### src/rtl/lj16_to_i2s_if.sv
// lj16_to_i2s_if: serial audio bundle for the 16LJ to I2S converter.
// The source side drives the 16LJ lines, the converter drives I2S and status.
interface lj16_to_i2s_if;
  logic lj_bck;
  logic lj_data;
  logic lj_lrck;
  logic i2s_data;
  logic i2s_lrck;
  logic locked;
  logic resync;

  modport master (
    output lj_bck, lj_data, lj_lrck,
    input  i2s_data, i2s_lrck, locked, resync
  );

  modport slave (
    input  lj_bck, lj_data, lj_lrck,
    output i2s_data, i2s_lrck, locked, resync
  );
endinterface

### src/rtl/lj16_to_i2s.sv
// lj16_to_i2s: 16-bit left-justified (32fs) to I2S (64fs) re-framer.
// Words are double-buffered into a free-running 64-bit output frame.
module lj16_to_i2s #(
  parameter int LOCK_TIMEOUT = 128
) (
  input logic          bck,
  input logic          rst,
  lj16_to_i2s_if.slave bus
);

  localparam logic [7:0] WD_LIMIT =
    (LOCK_TIMEOUT > 255) ? 8'hFF : LOCK_TIMEOUT[7:0];
  localparam logic [5:0] CNT_LAST = 6'd63;

  logic        ljbck_q;
  logic        lrck_q, lrck_d;
  logic [3:0]  bitcnt_q, bitcnt_d;
  logic        done_q, done_d;
  logic [14:0] shift_q, shift_d;
  logic [15:0] hold_l_q, hold_l_d;
  logic [15:0] hold_r_q, hold_r_d;
  logic [5:0]  cnt_q, cnt_d;
  logic [7:0]  wd_q, wd_d;
  logic        locked_q, locked_d;
  logic        resync_q, resync_d;
  logic [15:0] out_l_q, out_l_d;
  logic [15:0] out_r_q, out_r_d;
  logic        data_q, data_d;

  logic        smp;
  logic        ch_start;
  logic        left_start;
  logic [15:0] word;
  logic [4:0]  p;
  logic [3:0]  idx;
  logic [15:0] sel;
  logic        in_slot;

  assign smp        = bus.lj_bck & ~ljbck_q;
  assign ch_start   = smp & (bus.lj_lrck ^ lrck_q);
  assign left_start = ch_start & bus.lj_lrck;
  assign word       = {shift_q, bus.lj_data};

  // Word assembly: first 15 bits shift in, the 16th completes the word.
  // A channel start throws away any partial word; extra bits are ignored.
  always_comb begin
    lrck_d   = lrck_q;
    bitcnt_d = bitcnt_q;
    done_d   = done_q;
    shift_d  = shift_q;
    hold_l_d = hold_l_q;
    hold_r_d = hold_r_q;
    if (ch_start) begin
      lrck_d   = bus.lj_lrck;
      bitcnt_d = 4'd0;
      done_d   = 1'b0;
      shift_d  = {14'd0, bus.lj_data};
    end else if (smp && !done_q) begin
      bitcnt_d = bitcnt_q + 4'd1;
      shift_d  = word[14:0];
      if (bitcnt_q == 4'd14) begin
        done_d = 1'b1;
        if (lrck_q) hold_l_d = word;
        else        hold_r_d = word;
      end
    end
  end

  // Framing, lock tracking and the serialised output bit for the next cycle.
  always_comb begin
    cnt_d    = cnt_q + 6'd1;
    locked_d = locked_q;
    resync_d = 1'b0;
    wd_d     = (wd_q == 8'hFF) ? wd_q : wd_q + 8'd1;
    if (left_start) begin
      wd_d     = 8'd0;
      locked_d = 1'b1;
      if (cnt_q != CNT_LAST) begin
        cnt_d    = 6'd0;
        resync_d = locked_q;
      end
    end else if (locked_q && wd_d == WD_LIMIT) begin
      locked_d = 1'b0;
    end

    out_l_d = out_l_q;
    out_r_d = out_r_q;
    if (cnt_d == 6'd0) begin
      out_l_d = hold_l_q;
      out_r_d = hold_r_q;
    end

    // Slot position p=1..16 maps to bit 16-p, i.e. -p modulo 16.
    p       = cnt_d[4:0];
    idx     = 4'd0 - p[3:0];
    sel     = cnt_d[5] ? out_r_d : out_l_d;
    in_slot = (p != 5'd0) && (p <= 5'd16);
    data_d  = locked_d && in_slot && sel[idx];
  end

  // State registers.
  always_ff @(posedge bck or posedge rst) begin
    if (rst) begin
      ljbck_q  <= 1'b0;
      lrck_q   <= 1'b0;
      bitcnt_q <= 4'd0;
      done_q   <= 1'b1;
      shift_q  <= 15'd0;
      hold_l_q <= 16'd0;
      hold_r_q <= 16'd0;
      cnt_q    <= 6'd0;
      wd_q     <= 8'd0;
      locked_q <= 1'b0;
      resync_q <= 1'b0;
      out_l_q  <= 16'd0;
      out_r_q  <= 16'd0;
      data_q   <= 1'b0;
    end else begin
      ljbck_q  <= bus.lj_bck;
      lrck_q   <= lrck_d;
      bitcnt_q <= bitcnt_d;
      done_q   <= done_d;
      shift_q  <= shift_d;
      hold_l_q <= hold_l_d;
      hold_r_q <= hold_r_d;
      cnt_q    <= cnt_d;
      wd_q     <= wd_d;
      locked_q <= locked_d;
      resync_q <= resync_d;
      out_l_q  <= out_l_d;
      out_r_q  <= out_r_d;
      data_q   <= data_d;
    end
  end

  assign bus.i2s_data = data_q;
  assign bus.i2s_lrck = cnt_q[5];
  assign bus.locked   = locked_q;
  assign bus.resync   = resync_q;

endmodule

### src/flat_wrapper.sv
// flat-port wrapper written by rule: the top's interface ports become plain ports
module lj16_to_i2s_flat 
#(
  parameter int LOCK_TIMEOUT = 128
)
  (bck, rst, bus_lj_bck, bus_lj_data, bus_lj_lrck, bus_i2s_data, bus_i2s_lrck, bus_locked, bus_resync);
  lj16_to_i2s_if bus_i ();
  input logic bck;
  input logic rst;
  input wire logic [$bits(bus_i.lj_bck)-1:0] bus_lj_bck;
  input wire logic [$bits(bus_i.lj_data)-1:0] bus_lj_data;
  input wire logic [$bits(bus_i.lj_lrck)-1:0] bus_lj_lrck;
  output wire logic [$bits(bus_i.i2s_data)-1:0] bus_i2s_data;
  output wire logic [$bits(bus_i.i2s_lrck)-1:0] bus_i2s_lrck;
  output wire logic [$bits(bus_i.locked)-1:0] bus_locked;
  output wire logic [$bits(bus_i.resync)-1:0] bus_resync;
  assign bus_i.lj_bck = bus_lj_bck;
  assign bus_i.lj_data = bus_lj_data;
  assign bus_i.lj_lrck = bus_lj_lrck;
  assign bus_i2s_data = bus_i.i2s_data;
  assign bus_i2s_lrck = bus_i.i2s_lrck;
  assign bus_locked = bus_i.locked;
  assign bus_resync = bus_i.resync;
  lj16_to_i2s #(.LOCK_TIMEOUT(LOCK_TIMEOUT)) u_core (.bck(bck), .rst(rst), .bus(bus_i));
endmodule
### config.mk
export PLATFORM = sky130hd
export DESIGN_NAME = lj16_to_i2s_flat
export DESIGN_NICKNAME = d
export VERILOG_FILES = /design/src/rtl/lj16_to_i2s_if.sv /design/src/rtl/lj16_to_i2s.sv /design/src/flat_wrapper.sv
export SDC_FILE = /design/constraint.sdc
export NUM_CORES = 1
export LEC_CHECK = 0
export ABC_AREA = 1
export BUFFER_PORTS_ARGS = -buffer_cell sky130_fd_sc_hd__buf_2
export CAP_MARGIN = 20
export CORE_ASPECT_RATIO = 0.75
export CORE_MARGIN = 1
export CORE_UTILIZATION = 40
export DETAILED_ROUTE_END_ITERATION = 8
export MAX_ROUTING_LAYER = met4
export PLACE_DENSITY = 0.58
export SETUP_SLACK_MARGIN = 0.02
export SLEW_MARGIN = 20
export SYNTH_ARGS = -nofsm -noshare
export SYNTH_HDL_FRONTEND = slang
export SYNTH_SLANG_ARGS = --single-unit
export TNS_END_PERCENT = 20
### constraint.sdc
create_clock -name bck -period 3.9 [get_ports bck]
set_input_delay 0.39 -clock bck [delete_from_list [all_inputs] [get_ports bck]]
set_output_delay 0.39 -clock bck [all_outputs]
set_load 0.01 [all_outputs]
==> results of run 1 <==
-- power by group --
group | internal [mW] | switching (mW)
sequential | 1.31 | 0.109
clock | 0.493 | 0.399
combinational | 0.484 | 0.888
total | 2.29 | 1.40
-- path summary, 6_finish.rpt --
path / cells past startpoint / slack (ns) / endpoint / startpoint
max in group asynchronous: 3 / 3.22 / u_core.bus.i2s_data / rst
max: 19 / 0.46 / u_core.bus.i2s_data / u_core.cnt_q[0]
min: 2 / 0.01 / u_core.bitcnt_q[3] / rst
min in group bck: 1 / 0.20 / u_core.ljbck_q / bus_lj_bck
min reg2reg: 2 / 0.48 / u_core.out_l_q[6] / u_core.out_l_q[6]
max reg2reg: 19 / 0.46 / u_core.bus.i2s_data / u_core.cnt_q[0]
-- layout by cell type (no fill, tap or decap), types with 5 or more instances in the layout --
cell type / netlist / routed
nor2_1: 30 / 30
and2_1: 15 / 15
o21ai_0: 47 / 47
xor2_1: 8 / 8
nand2_1: 101 / 101
nand3b_1: 8 / 8
ha_1: 5 / 5
clkbuf_16: 0 / 9
inv_1: 85 / 84
nand3_1: 51 / 51
dfrtp_1: 102 / 102
o22ai_1: 14 / 14
a21oi_1: 19 / 19
buf_2: 4 / 8
-- cell type report --
class                           instances  area, um2
Clock inverter                          4       36.3
Timing Repair Buffer                   12       90.1
Tap cell                              157        196
Multi-Input combinational cell        328       1710
Inverter                               89        337
Fill cell                            1074       5980
Sequential cell                       103       2580
Clock buffer                           12        267
-- critical path, cell delays in order, from the launching register on --
cell      delay (ns)
dfrtp_1         0.40
ha_1            0.22
nand3_1         0.11
nor2_1          0.17
nor2_2          0.08
nor2_2          0.33
clkinv_1        0.34
ha_1            0.28
nand2_1         0.13
nor2_4          0.13
nand2_4         0.40
nand2_1         0.14
nand3_1         0.10
nand2_1         0.05
nand3_1         0.07
nand3_1         0.09
nand2_1         0.08
nand2_1         0.05
nand2_1         0.06
nor2_1          0.04
-- metrics by stage --
stage	utilization [%]	hold WS (ns)	cells	total power, mW	instance area [um2]
after floorplan	-	0.421	537	2.49	4690
after global placement	43.6	0.454	688	2.76	4880
after detailed placement	43.6	0.457	688	2.79	4880
after CTS	46.3	0.197	704	3.69	5180
after global routing	46.6	0.0351	705	3.99	5210
final	46.6	0.0114	705	3.68	5210
-- timing repair --
| item | 4_1_cts | 5_1_grt |
|---|---|---|
| hold buffers | 0 | 0 |
| gates resized for setup | 0 | 1 |
| setup endpoints to repair | 0 | 1 |
-- cells by family after synthesis --
logic type	share of synthesized area, %
AOI/OAI and AO/OA	9.99
xor gates and xnor gates	2.05
adders and majority gates	1.33
buffers and inverters	8.82
DFF	54.9
muxes	0.959
and+or+nand+nor	21.9
-- per-layer routing --
layer | global-route usage (%) | share of wire [%]
met1 | 29.1 | 57
met2 | 24.5 | 38
met3 | 4.56 | 3.7
met4 | 4.17 | 0.79
met5 | - | 0
-- flip-flops by register name, indices dropped and copies added, names as in the netlist --
name,flops
u_core.bus.i2s_data,1
u_core.cnt_q,6
u_core.shift_q,15
u_core.bitcnt_q,4
u_core.out_r_q,16
u_core.hold_l_q,16
u_core.bus.locked,1
u_core.wd_q,8
u_core.hold_r_q,16
u_core.lrck_q,1
u_core.ljbck_q,1
u_core.bus.resync,1
u_core.out_l_q,16
u_core.done_q,1
==> impl_results.html, run 1 <==
<table>
<tr><th>Metric</th><th>Value</th></tr>
<tr><th colspan="2">Run status</th></tr>
<tr><td>Result of the run</td><td>finished clean</td></tr>
<tr><th colspan="2">Route</th></tr>
<tr><td>Number of DRC markers in iteration 0</td><td>between 300 and 400</td></tr>
<tr><td>Number of routed nets with antenna violations</td><td>0</td></tr>
<tr><td>Via count</td><td>around 3,400</td></tr>
<tr><td>Detailed Route WL</td><td>just under 10,000 um</td></tr>
<tr><td>Via count normalized by instance count</td><td>approximately 4.8</td></tr>
<tr><td>DRC Markers</td><td>0</td></tr>
<tr><td>First drt pass iteration count</td><td>4</td></tr>
<tr><td>Post-detailed-route wirelength per cell</td><td>about 14 um</td></tr>
<tr><th colspan="2">Yosys</th></tr>
<tr><td>Share of synthesized registers carrying an async set or reset</td><td>100%</td></tr>
<tr><td>Share of the synthesized area in the top cell type</td><td>54.4%</td></tr>
<tr><td>Sequential-to-total area share from yosys stat</td><td>between 50% and 60%</td></tr>
<tr><td>Primary flip-flop cell chosen by synthesis mapping</td><td>dfrtp_1</td></tr>
<tr><td>Warning count from the yosys run</td><td>0</td></tr>
<tr><td>Number of instances in the synthesized netlist</td><td>roughly 540</td></tr>
<tr><td>Yosys cell types</td><td>35</td></tr>
<tr><td>Mapped Avg Cell Area</td><td>8.74 um2</td></tr>
<tr><td>Cell accounting for the most synthesized area</td><td>dfrtp_1</td></tr>
<tr><td>Dominant cells by area after synthesis</td><td>dfrtp_1 (54%), nand2_1 (8.1%), inv_1 (6.8%)</td></tr>
<tr><td>Ranking of synthesized cells by instance count</td><td>dfrtp_1 (102), nand2_1 (101), inv_1 (85), nand3_1 (51), o21ai_0 (47)</td></tr>
<tr><td>Most frequently used cell type in the post-synthesis netlist</td><td>dfrtp_1</td></tr>
<tr><td>Post-Synthesis Net Count</td><td>approximately 550</td></tr>
<tr><td>Flip-flop and latch count after synthesis</td><td>103</td></tr>
<tr><td>Number of flops mapped to enable cells by yosys</td><td>0</td></tr>
<tr><td>Synthesized area</td><td>~0.0047 mm2</td></tr>
<tr><th colspan="2">Timing</th></tr>
<tr><td>Max_slew headroom</td><td>roughly 37%</td></tr>
<tr><td>Post-layout worst setup margin</td><td>around 0.46 ns</td></tr>
<tr><td>Count of endpoints failing setup in the final report</td><td>0</td></tr>
<tr><td>Share of the cycle needed by the critical path after routing</td><td>88.1%</td></tr>
<tr><td>Clk_skew</td><td>roughly 0.0097 ns</td></tr>
<tr><td>Count of final max-slew check failures</td><td>0</td></tr>
<tr><td>Maximum frequency from static timing analysis</td><td>roughly 290 MHz</td></tr>
<tr><td>Setup repair after global routing missed its margin</td><td>no</td></tr>
<tr><td>Final hold violations</td><td>0</td></tr>
<tr><td>Minimum clock period after layout</td><td>3.44 ns</td></tr>
<tr><td>Worst Max-Slew Pin Slew</td><td>approximately 0.94 ns</td></tr>
<tr><td>TNS Setup</td><td>0 ns</td></tr>
<tr><th colspan="2">Layout</th></tr>
<tr><td>Final #Nets</td><td>approximately 550</td></tr>
<tr><td>Fraction of layout instances using a drive strength above 1</td><td>slightly below 9%</td></tr>
<tr><td>Diodes inserted</td><td>0</td></tr>
<tr><td>Area delta synth-&gt;final</td><td>11.0%</td></tr>
<tr><th colspan="2">Floorplan</th></tr>
<tr><td>Initial Util</td><td>about two fifths</td></tr>
<tr><td>Die ar.</td><td>between 0.01 and 0.015 mm2</td></tr>
<tr><td>Die outline width</td><td>about 130 um</td></tr>
<tr><td>Die outline height</td><td>approximately 96 um</td></tr>
<tr><td>Floorplan row count</td><td>33</td></tr>
<tr><td>Boundary pin count</td><td>9</td></tr>
<tr><td>Placeable core area</td><td>~0.011 mm2</td></tr>
<tr><th colspan="2">GRT</th></tr>
<tr><td>Aggregate global-route resource usage</td><td>18.9%</td></tr>
<tr><td>Maximum number of pins on one net before global-route repair</td><td>between 70 and 80</td></tr>
<tr><td>Grt total ovfl</td><td>0</td></tr>
<tr><td>Vias in the first global route</td><td>between 3,000 and 4,000</td></tr>
<tr><td>Number of antenna violations at the first check in global routing</td><td>0</td></tr>
<tr><td>First-pass GRT wire length</td><td>17,000 um</td></tr>
<tr><th colspan="2">Worst setup path</th></tr>
<tr><td>Critical path start-end classification</td><td>reg2reg</td></tr>
<tr><td>Type of element launching the critical path</td><td>flop</td></tr>
<tr><td>Crit Path Max Fanout</td><td>between 40 and 50</td></tr>
<tr><td>CP Data Required Time</td><td>~4.1 ns</td></tr>
<tr><td>Arrival time reported for the critical path endpoint</td><td>3.67 ns</td></tr>
<tr><td>Critical path endpoint category</td><td>flop</td></tr>
<tr><th colspan="2">Placed design</th></tr>
<tr><td>Detailed-placement wirelength estimate</td><td>6800 um</td></tr>
<tr><td>Number of buffer cells added on primary ports</td><td>8</td></tr>
<tr><td>Routability cong.</td><td>between 0.9 and 1</td></tr>
<tr><td>Post-Place Setup Slack</td><td>approximately 0.40 ns</td></tr>
<tr><th colspan="2">Clock tree</th></tr>
<tr><td>Total CTS buffers</td><td>9</td></tr>
<tr><td>Clock latency of the later-clocked register in the worst-skew pair</td><td>0.35 ns</td></tr>
<tr><td>TritonCTS clock tree</td><td>built</td></tr>
<tr><td>CTS root buffer</td><td>clkbuf_16</td></tr>
<tr><td>Clock transition at the register clock pins on the worst setup and hold paths after CTS</td><td>approximately 0.070 ns</td></tr>
<tr><td>Sink count of the clock tree</td><td>between 100 and 150</td></tr>
<tr><td>Number of buffers between clock root and the deepest sink</td><td>2</td></tr>
<tr><td># Post-CTS Setup Buffers</td><td>0</td></tr>
<tr><td>H-tree levels</td><td>3</td></tr>
<tr><th colspan="2">Run</th></tr>
<tr><td>Max cap viols</td><td>0</td></tr>
<tr><th colspan="2">Pwr</th></tr>
<tr><td>Maximum resistive drop on vdd</td><td>between 0.2 and 0.3 mV</td></tr>
<tr><td>Pwr dens</td><td>approximately 710 mW/mm2</td></tr>
<tr><td>Leakage component of the power</td><td>between 2 and 3 nW</td></tr>
<tr><th colspan="2">Hold path</th></tr>
<tr><td>Path class of the lowest-slack min-delay path</td><td>in2async</td></tr>
</table>
Power figures use the tool's default switching activity.
==> run 2, diff against run 1 <==
--- a/config.mk
+++ b/config.mk
@@ -6,7 +6,7 @@
 export NUM_CORES = 1
 export LEC_CHECK = 0
 export ABC_AREA = 1
-export BUFFER_PORTS_ARGS = -buffer_cell sky130_fd_sc_hd__buf_2
+export BUFFER_PORTS_ARGS = -buffer_cell sky130_fd_sc_hd__buf_4
 export CAP_MARGIN = 20
 export CORE_ASPECT_RATIO = 0.75
 export CORE_MARGIN = 1
==> run 2 against run 1 <==
Via count up 0.65%. Clock-buffer cell count shrank 3. First-iteration DRC count down 26%. Critical path depth decreased by 2. Global-route usage decreased by 0.21 points. Combinational power about the same. Flip-flop and latch count unchanged. Register-to-register slack improved by 0.06 ns. Sequential power barely moved. Sequential share of layout area increased by 0.060 points. Clock skew rose by 0.0028 ns. Critical endpoint unchanged.
==> impl_results.html, run 2 (synthesis results as in run 1) <==
<table>
<tr><th>Metric</th><th>Value</th></tr>
<tr><th colspan="2">Timing</th></tr>
<tr><td>Final hold violations</td><td>0 (unchanged)</td></tr>
<tr><td>Worst Max-Slew Pin Slew</td><td>0.917 ns (was 0.942 ns)</td></tr>
<tr><td>Share of the cycle needed by the critical path after routing</td><td>86.7% (was 88.1%)</td></tr>
<tr><td>Maximum frequency from static timing analysis</td><td>296 MHz (was 291 MHz)</td></tr>
<tr><td>Clk_skew</td><td>0.0125 ns (was 0.00969 ns)</td></tr>
<tr><td>TNS Setup</td><td>0 ns (unchanged)</td></tr>
<tr><td>Minimum clock period after layout</td><td>3.38 ns (was 3.44 ns)</td></tr>
<tr><td>Setup repair after global routing missed its margin</td><td>no (unchanged)</td></tr>
<tr><td>Count of final max-slew check failures</td><td>0 (unchanged)</td></tr>
<tr><td>Count of endpoints failing setup in the final report</td><td>0 (unchanged)</td></tr>
<tr><td>Max_slew headroom</td><td>38.9% (was 37.2%)</td></tr>
<tr><th colspan="2">Floorplan</th></tr>
<tr><td>Initial Util</td><td>42.0% (unchanged)</td></tr>
<tr><td>Die ar.</td><td>0.0122 mm2 (unchanged)</td></tr>
<tr><td>Floorplan row count</td><td>33 (unchanged)</td></tr>
<tr><td>Die outline height</td><td>95.8 um (unchanged)</td></tr>
<tr><td>Placeable core area</td><td>0.0112 mm2 (unchanged)</td></tr>
<tr><td>Boundary pin count</td><td>9 (unchanged)</td></tr>
<tr><td>Die outline width</td><td>127 um (unchanged)</td></tr>
<tr><th colspan="2">Layout</th></tr>
<tr><td>Area delta synth-&gt;final</td><td>10.9% (was 11.0%)</td></tr>
<tr><td>Area of all sequential standard cells</td><td>0.00258 mm2 (unchanged)</td></tr>
<tr><td>Fraction of layout instances using a drive strength above 1</td><td>8.79% (was 8.94%)</td></tr>
<tr><td>Multi-input gate area</td><td>0.00171 mm2 (about the same)</td></tr>
<tr><td>Final non-filler cell total</td><td>703 (was 705)</td></tr>
<tr><td>Final #Nets</td><td>551 (was 553)</td></tr>
<tr><td>Diodes inserted</td><td>0 (unchanged)</td></tr>
<tr><td>Fill cells</td><td>1,084 (was 1,074)</td></tr>
<tr><td>Final core area utilization</td><td>46.5% (was 46.6%)</td></tr>
<tr><td>Commonest cells after routing, fill and taps aside</td><td>dfrtp_1 (102), nand2_1 (101), inv_1 (84) (unchanged)</td></tr>
<tr><td>Commonest non-fill, non-tap cell in the layout</td><td>dfrtp_1 (unchanged)</td></tr>
<tr><th colspan="2">Clock tree</th></tr>
<tr><td>Number of buffers between clock root and the deepest sink</td><td>2 (unchanged)</td></tr>
<tr><td>Clock latency of the later-clocked register in the worst-skew pair</td><td>0.35 ns (about the same)</td></tr>
<tr><td># Post-CTS Setup Buffers</td><td>0 (unchanged)</td></tr>
<tr><td>TritonCTS clock tree</td><td>built (unchanged)</td></tr>
<tr><td>Number of instances resized during post-cts repair</td><td>0 (unchanged)</td></tr>
<tr><td>CTS root buffer</td><td>clkbuf_16 (unchanged)</td></tr>
<tr><td>Post-CTS Hold Fix Bufs</td><td>0 (unchanged)</td></tr>
<tr><td>Sink count of the clock tree</td><td>103 (unchanged)</td></tr>
<tr><td>Total CTS buffers</td><td>9 (unchanged)</td></tr>
<tr><td>Clock transition at the register clock pins on the worst setup and hold paths after CTS</td><td>0.08 ns (was 0.07 ns)</td></tr>
<tr><td>H-tree levels</td><td>3 (unchanged)</td></tr>
<tr><th colspan="2">Worst setup path</th></tr>
<tr><td>Arrival time reported for the critical path endpoint</td><td>3.61 ns (was 3.67 ns)</td></tr>
<tr><td>Critical path endpoint category</td><td>flop (unchanged)</td></tr>
<tr><td>Worst path most repeated cell</td><td>nand3_1 (was nand2_1)</td></tr>
<tr><td>Combined buffer and inverter count along the critical path</td><td>1 (unchanged)</td></tr>
<tr><td>CP Data Required Time</td><td>4.13 ns (about the same)</td></tr>
<tr><td>Critical path start-end classification</td><td>reg2reg (unchanged)</td></tr>
<tr><td>Crit Path Max Fanout</td><td>44 (unchanged)</td></tr>
<tr><td>Slowest-stage cell, CP</td><td>dfrtp_1 (unchanged)</td></tr>
<tr><td>Type of element launching the critical path</td><td>flop (unchanged)</td></tr>
<tr><td>Ordered cell list for the critical path</td><td>ha_1 &gt; nand3_1 &gt; nor2_1 &gt; nor2_2 &gt; nor2_2 &gt; clkinv_1 &gt; ha_1 &gt; nand2_1 &gt; nor2_4 &gt; nand2_4 &gt; nand2_1 &gt; nand3_1 &gt; nand3_1 &gt; nand3_1 &gt; nand3_1 &gt; a21oi_1 &gt; nor2_1 (was ha_1 &gt; nand3_1 &gt; nor2_1 &gt; nor2_2 &gt; nor2_2 &gt; clkinv_1 &gt; ha_1 &gt; nand2_1 &gt; nor2_4 &gt; nand2_4 &gt; nand2_1 &gt; nand3_1 &gt; nand2_1 &gt; nand3_1 &gt; nand3_1 &gt; nand2_1 &gt; nand2_1 &gt; nand2_1 &gt; nor2_1)</td></tr>
<tr><td>Delay of the slowest critical-path stage</td><td>0.40 ns (about the same)</td></tr>
<tr><td>Kind of cell adding the most delay to the critical path</td><td>simple AND/OR/NAND/NOR gates (unchanged)</td></tr>
<tr><th colspan="2">Route</th></tr>
<tr><td>Number of routed nets with antenna violations</td><td>0 (unchanged)</td></tr>
<tr><td>DRC Markers</td><td>0 (unchanged)</td></tr>
<tr><td>First drt pass iteration count</td><td>4 (unchanged)</td></tr>
<tr><td>Via count</td><td>3,393 (was 3,371)</td></tr>
<tr><td>Detailed Route WL</td><td>9830 um (was 9760 um)</td></tr>
<tr><td>Via count normalized by instance count</td><td>4.83 (was 4.78)</td></tr>
<tr><td>Number of DRC markers in iteration 0</td><td>228 (was 307)</td></tr>
<tr><td>Post-detailed-route wirelength per cell</td><td>14.0 um (was 13.8 um)</td></tr>
<tr><th colspan="2">GRT</th></tr>
<tr><td>Maximum number of pins on one net before global-route repair</td><td>84 (was 79)</td></tr>
<tr><td>Number of antenna violations at the first check in global routing</td><td>0 (unchanged)</td></tr>
<tr><td>Vias in the first global route</td><td>3,262 (was 3,225)</td></tr>
<tr><td>Aggregate global-route resource usage</td><td>18.7% (was 18.9%)</td></tr>
<tr><td>First-pass GRT wire length</td><td>16,800 um (was 17,000 um)</td></tr>
<tr><td>Grt total ovfl</td><td>0 (unchanged)</td></tr>
<tr><th colspan="2">Pwr</th></tr>
<tr><td>Leakage component of the power</td><td>2.60 nW (was 2.61 nW)</td></tr>
<tr><td>Maximum resistive drop on vdd</td><td>0.347 mV (was 0.268 mV)</td></tr>
<tr><td>Pwr dens</td><td>708 mW/mm2 (was 707 mW/mm2)</td></tr>
<tr><th colspan="2">Placed design</th></tr>
<tr><td>Routability cong.</td><td>0.894 (was 0.940)</td></tr>
<tr><td>Detailed-placement wirelength estimate</td><td>7020 um (was 6800 um)</td></tr>
<tr><td>Cell total after placement</td><td>687 (was 688)</td></tr>
<tr><td>Number of buffer cells added on primary ports</td><td>8 (unchanged)</td></tr>
<tr><th colspan="2">Hold path</th></tr>
<tr><td>Path class of the lowest-slack min-delay path</td><td>in2async (unchanged)</td></tr>
<tr><th colspan="2">Run</th></tr>
<tr><td>Max cap viols</td><td>0 (unchanged)</td></tr>
<tr><th colspan="2">Run status</th></tr>
<tr><td>Result of the run</td><td>finished clean (unchanged)</td></tr>
</table>
==> run 2: changes by cell type in the layout (fill, tap and decap cells not counted), moves of 2 or more <==
cell      change
buf_2         -8
buf_4         +7
clkbuf_8      -3
clkinv_4      +2
clkinv_8      +2
==> run 2: where the power goes <==
part	switching [mW]	total, mW	internal (mW)
combinational	0.888	1.38	0.491
clock	0.434	0.888	0.454
sequential	0.112	1.42	1.31
total	1.43	3.69	2.25
==> run 2: final timing paths <==
check | from | end | slack, ns | cells after the start
setup / recovery | u_core.cnt_q[0] | u_core.bus.i2s_data | 0.52 | 17
hold / removal | rst | u_core.bitcnt_q[3] | 0.15 | 2
setup reg to reg | u_core.cnt_q[0] | u_core.bus.i2s_data | 0.52 | 17
hold reg to reg | u_core.out_l_q[6] | u_core.out_l_q[6] | 0.47 | 2
max in group asynchronous | rst | u_core.shift_q[14] | 2.95 | 3
min in group bck | bus_lj_bck | u_core.ljbck_q | 0.18 | 1
==> run 2: layer usage <==
metal | global-route usage (%) | wire, um | part of all wire, %
met1 | 28.6 | 5700 | 58
met2 | 24.4 | 3770 | 38
met3 | 4.17 | 237 | 2.4
met4 | 4.76 | 128 | 1.3
met5 | - | 0 | 0
==> run 2: final cells by class <==
type | count | share of cell area, %
Clock buffer | 9 | 4.33
Clock inverter | 7 | 1.51
Inverter | 89 | 6.51
Multi-Input combinational cell | 328 | 32.9
Sequential cell | 103 | 49.5
Tap cell | 157 | 3.77
Timing Repair Buffer | 10 | 1.44
==> run 2: per-stage QoR <==
step | hold slack [ns] | power (mW) | cell area (um2) | setup WS [ns]
6_report | 0.155 | 3.69 | 5200 | 0.519
5_1_grt | 0.166 | 3.99 | 5200 | 0.0987
4_1_cts | 0.168 | 3.70 | 5190 | 0.341
3_5_place_dp | 0.458 | 2.80 | 4890 | 0.373
3_3_place_gp | 0.456 | 2.77 | 4890 | 0.533
2_1_floorplan | 0.421 | 2.49 | 4690 | 0.808
==> run 3, diff against run 2 <==
--- a/config.mk
+++ b/config.mk
@@ -8,7 +8,7 @@
 export ABC_AREA = 1
 export BUFFER_PORTS_ARGS = -buffer_cell sky130_fd_sc_hd__buf_4
 export CAP_MARGIN = 20
-export CORE_ASPECT_RATIO = 0.75
+export CORE_ASPECT_RATIO = 1.4
 export CORE_MARGIN = 1
 export CORE_UTILIZATION = 40
 export DETAILED_ROUTE_END_ITERATION = 8
==> run 3 against run 2 <==
First-iteration DRC count is 23% lower. Critical path type unchanged. Core utilization shrank 1.1 points. Largest cell class unchanged. Design area shrank 0.50%. Clock-buffer cell count did not move.
==> impl_results.html, run 3 (synthesis results as in run 1) <==
<table>
<tr><th>Metric</th><th>Value</th></tr>
<tr><th colspan="2">Run status</th></tr>
<tr><td>Result of the run</td><td>finished clean (unchanged)</td></tr>
<tr><th colspan="2">Timing</th></tr>
<tr><td>Share of the cycle needed by the critical path after routing</td><td>86.7% (about the same)</td></tr>
<tr><td>Setup repair after global routing missed its margin</td><td>no (unchanged)</td></tr>
<tr><td>Count of final max-slew check failures</td><td>0 (unchanged)</td></tr>
<tr><td>TNS Setup</td><td>0 ns (unchanged)</td></tr>
<tr><td>Worst Max-Slew Pin Slew</td><td>0.907 ns (was 0.917 ns)</td></tr>
<tr><td>Post-Route Hold Slack</td><td>0.184 ns (was 0.155 ns)</td></tr>
<tr><td>Max_slew headroom</td><td>39.5% (was 38.9%)</td></tr>
<tr><td>Maximum frequency from static timing analysis</td><td>296 MHz (about the same)</td></tr>
<tr><td>Final hold violations</td><td>0 (unchanged)</td></tr>
<tr><td>Minimum clock period after layout</td><td>3.38 ns (about the same)</td></tr>
<tr><td>Clk_skew</td><td>0.00674 ns (was 0.0125 ns)</td></tr>
<tr><td>Count of endpoints failing setup in the final report</td><td>0 (unchanged)</td></tr>
<tr><th colspan="2">Route</th></tr>
<tr><td>Via count normalized by instance count</td><td>4.84 (was 4.83)</td></tr>
<tr><td>Post-detailed-route wirelength per cell</td><td>13.0 um (was 14.0 um)</td></tr>
<tr><td>Detailed Route WL</td><td>9010 um (was 9830 um)</td></tr>
<tr><td>Number of routed nets with antenna violations</td><td>0 (unchanged)</td></tr>
<tr><td>Detailed-routed wire length on met3</td><td>159 um (was 237 um)</td></tr>
<tr><td>DRC Markers</td><td>0 (unchanged)</td></tr>
<tr><td>Wire length on met1</td><td>4290 um (was 5700 um)</td></tr>
<tr><td>Number of DRC markers in iteration 0</td><td>176 (was 228)</td></tr>
<tr><td>First drt pass iteration count</td><td>6 (was 4)</td></tr>
<tr><td>Via count</td><td>3,341 (was 3,393)</td></tr>
<tr><td>Highest routed metal layer</td><td>met4 (unchanged)</td></tr>
<tr><td>Metal2 WL</td><td>4340 um (was 3770 um)</td></tr>
<tr><th colspan="2">Floorplan</th></tr>
<tr><td>Boundary pin count</td><td>9 (unchanged)</td></tr>
<tr><td>Die ar.</td><td>0.0122 mm2 (about the same)</td></tr>
<tr><td>Die outline width</td><td>93.6 um (was 127 um)</td></tr>
<tr><td>Floorplan row count</td><td>46 (was 33)</td></tr>
<tr><td>Placeable core area</td><td>0.0114 mm2 (was 0.0112 mm2)</td></tr>
<tr><td>Die outline height</td><td>130 um (was 95.8 um)</td></tr>
<tr><td>Initial Util</td><td>41.2% (was 42.0%)</td></tr>
<tr><th colspan="2">Placed design</th></tr>
<tr><td>Routability cong.</td><td>0.869 (was 0.894)</td></tr>
<tr><td>Detailed-placement wirelength estimate</td><td>6460 um (was 7020 um)</td></tr>
<tr><td>Number of buffer cells added on primary ports</td><td>8 (unchanged)</td></tr>
<tr><td>Cell Area, Placed</td><td>0.00489 mm2 (about the same)</td></tr>
<tr><th colspan="2">Clock tree</th></tr>
<tr><td>TritonCTS clock tree</td><td>built (unchanged)</td></tr>
<tr><td>Clock transition at the register clock pins on the worst setup and hold paths after CTS</td><td>0.06 ns (was 0.08 ns)</td></tr>
<tr><td>Clock latency of the later-clocked register in the worst-skew pair</td><td>0.34 ns (was 0.35 ns)</td></tr>
<tr><td>Number of buffers between clock root and the deepest sink</td><td>2 (unchanged)</td></tr>
<tr><td>Sink count of the clock tree</td><td>103 (unchanged)</td></tr>
<tr><td>Total CTS buffers</td><td>9 (unchanged)</td></tr>
<tr><td>CTS root buffer</td><td>clkbuf_16 (unchanged)</td></tr>
<tr><td>H-tree levels</td><td>3 (unchanged)</td></tr>
<tr><td># Post-CTS Setup Buffers</td><td>0 (unchanged)</td></tr>
<tr><th colspan="2">Layout</th></tr>
<tr><td>Diodes inserted</td><td>0 (unchanged)</td></tr>
<tr><td>Fraction of layout instances using a drive strength above 1</td><td>8.78% (was 8.79%)</td></tr>
<tr><td>Commonest non-fill, non-tap cell in the layout</td><td>dfrtp_1 (unchanged)</td></tr>
<tr><td>Commonest cells after routing, fill and taps aside</td><td>dfrtp_1 (102), nand2_1 (101), inv_1 (84) (unchanged)</td></tr>
<tr><td>Area delta synth-&gt;final</td><td>10.3% (was 10.9%)</td></tr>
<tr><td>Cell area after layout</td><td>0.00518 mm2 (was 0.00520 mm2)</td></tr>
<tr><td>Final #Nets</td><td>553 (was 551)</td></tr>
<tr><th colspan="2">Pwr</th></tr>
<tr><td>Maximum resistive drop on vdd</td><td>0.239 mV (was 0.347 mV)</td></tr>
<tr><td>Total power</td><td>3.65 mW (was 3.69 mW)</td></tr>
<tr><td>Leakage component of the power</td><td>2.61 nW (was 2.60 nW)</td></tr>
<tr><td>Pwr dens</td><td>705 mW/mm2 (was 708 mW/mm2)</td></tr>
<tr><th colspan="2">Run</th></tr>
<tr><td>Max cap viols</td><td>0 (unchanged)</td></tr>
<tr><th colspan="2">Worst setup path</th></tr>
<tr><td>Critical path start-end classification</td><td>reg2reg (unchanged)</td></tr>
<tr><td>Critical path endpoint category</td><td>flop (unchanged)</td></tr>
<tr><td>Arrival time reported for the critical path endpoint</td><td>3.61 ns (about the same)</td></tr>
<tr><td>Ordered cell list for the critical path</td><td>ha_1 &gt; nand3_1 &gt; nor2_1 &gt; nor2_2 &gt; nor2_2 &gt; clkinv_1 &gt; ha_1 &gt; nand2_1 &gt; nor2_4 &gt; nand2_4 &gt; nand2_1 &gt; nand3_1 &gt; nand3_1 &gt; nand3_1 &gt; nand3_1 &gt; a21oi_1 &gt; nor2_1 (unchanged)</td></tr>
<tr><td>Type of element launching the critical path</td><td>flop (unchanged)</td></tr>
<tr><td>CP Data Required Time</td><td>4.13 ns (about the same)</td></tr>
<tr><td>Slowest-stage cell, CP</td><td>dfrtp_1 (unchanged)</td></tr>
<tr><td>Delay of the slowest critical-path stage</td><td>0.40 ns (about the same)</td></tr>
<tr><td>Worst path most repeated cell</td><td>nand3_1 (unchanged)</td></tr>
<tr><td>Crit Path Max Fanout</td><td>44 (unchanged)</td></tr>
<tr><th colspan="2">GRT</th></tr>
<tr><td>Grt total ovfl</td><td>0 (unchanged)</td></tr>
<tr><td>Number of antenna violations at the first check in global routing</td><td>0 (unchanged)</td></tr>
<tr><td>Vias in the first global route</td><td>3,433 (was 3,262)</td></tr>
<tr><td>First-pass GRT wire length</td><td>15,900 um (was 16,800 um)</td></tr>
<tr><td>Aggregate global-route resource usage</td><td>17.2% (was 18.7%)</td></tr>
<tr><td>Maximum number of pins on one net before global-route repair</td><td>69 (was 84)</td></tr>
<tr><th colspan="2">Hold path</th></tr>
<tr><td>Path class of the lowest-slack min-delay path</td><td>in2reg (was in2async)</td></tr>
</table>
run 3: critical path: cells and delay by family (launching register included):
family	cells	cell delay, ns
buffers and inverters	1	0.33
and+or+nand+nor	13	1.86
AOI/OAI and AO/OA	1	0.16
adders and majority gates	2	0.50
DFF	1	0.40
run 3: power by group:
| part | switching [mW] | total [mW] | internal (mW) |
|---|---|---|---|
| clock | 0.385 | 0.877 | 0.493 |
| combinational | 0.864 | 1.35 | 0.490 |
| sequential | 0.110 | 1.42 | 1.31 |
| total | 1.36 | 3.65 | 2.29 |
run 3: what timing repair did:
action | 4_1_cts | 5_1_grt
setup endpoints to repair | 0 | 1
gates resized for setup | 0 | 1
hold buffers | 0 | 0
run 3: layer usage:
metal  global-route usage (%)  up-vias
met5                        -        -
met4                     7.42        0
met3                     3.38       18
met2                     27.2       33
met1                     21.5     1573
li1                         -     1717
run 3: area by class of cell:
type	count	area (um2)
timing repair buffer	12	90.1
clock inverter	6	61.3
sequential	103	2580
fill	1129	6220
clock buffer	9	225
inverter	89	337
multi-input combinational	328	1710
tap	144	180
run 3: final timing paths:
check | from | to | slack [ns] | cells past startpoint
hold / removal | bus_lj_bck | u_core.ljbck_q | 0.18 | 1
hold reg to reg | u_core.out_l_q[6] | u_core.out_l_q[6] | 0.48 | 2
setup / recovery | u_core.cnt_q[0] | u_core.bus.i2s_data | 0.52 | 17
min in group asynchronous | rst | u_core.wd_q[2] | 0.21 | 2
max in group asynchronous | rst | u_core.cnt_q[5] | 2.90 | 3
setup reg to reg | u_core.cnt_q[0] | u_core.bus.i2s_data | 0.52 | 17
run 3: metrics by stage:
stage	instances	util, %	setup slack [ns]
global placement	676	42.9	0.491
global route	691	45.4	0.115
detailed placement	676	42.9	0.371
CTS	691	45.4	0.335
finish	691	45.4	0.519
floorplan	537	-	0.808
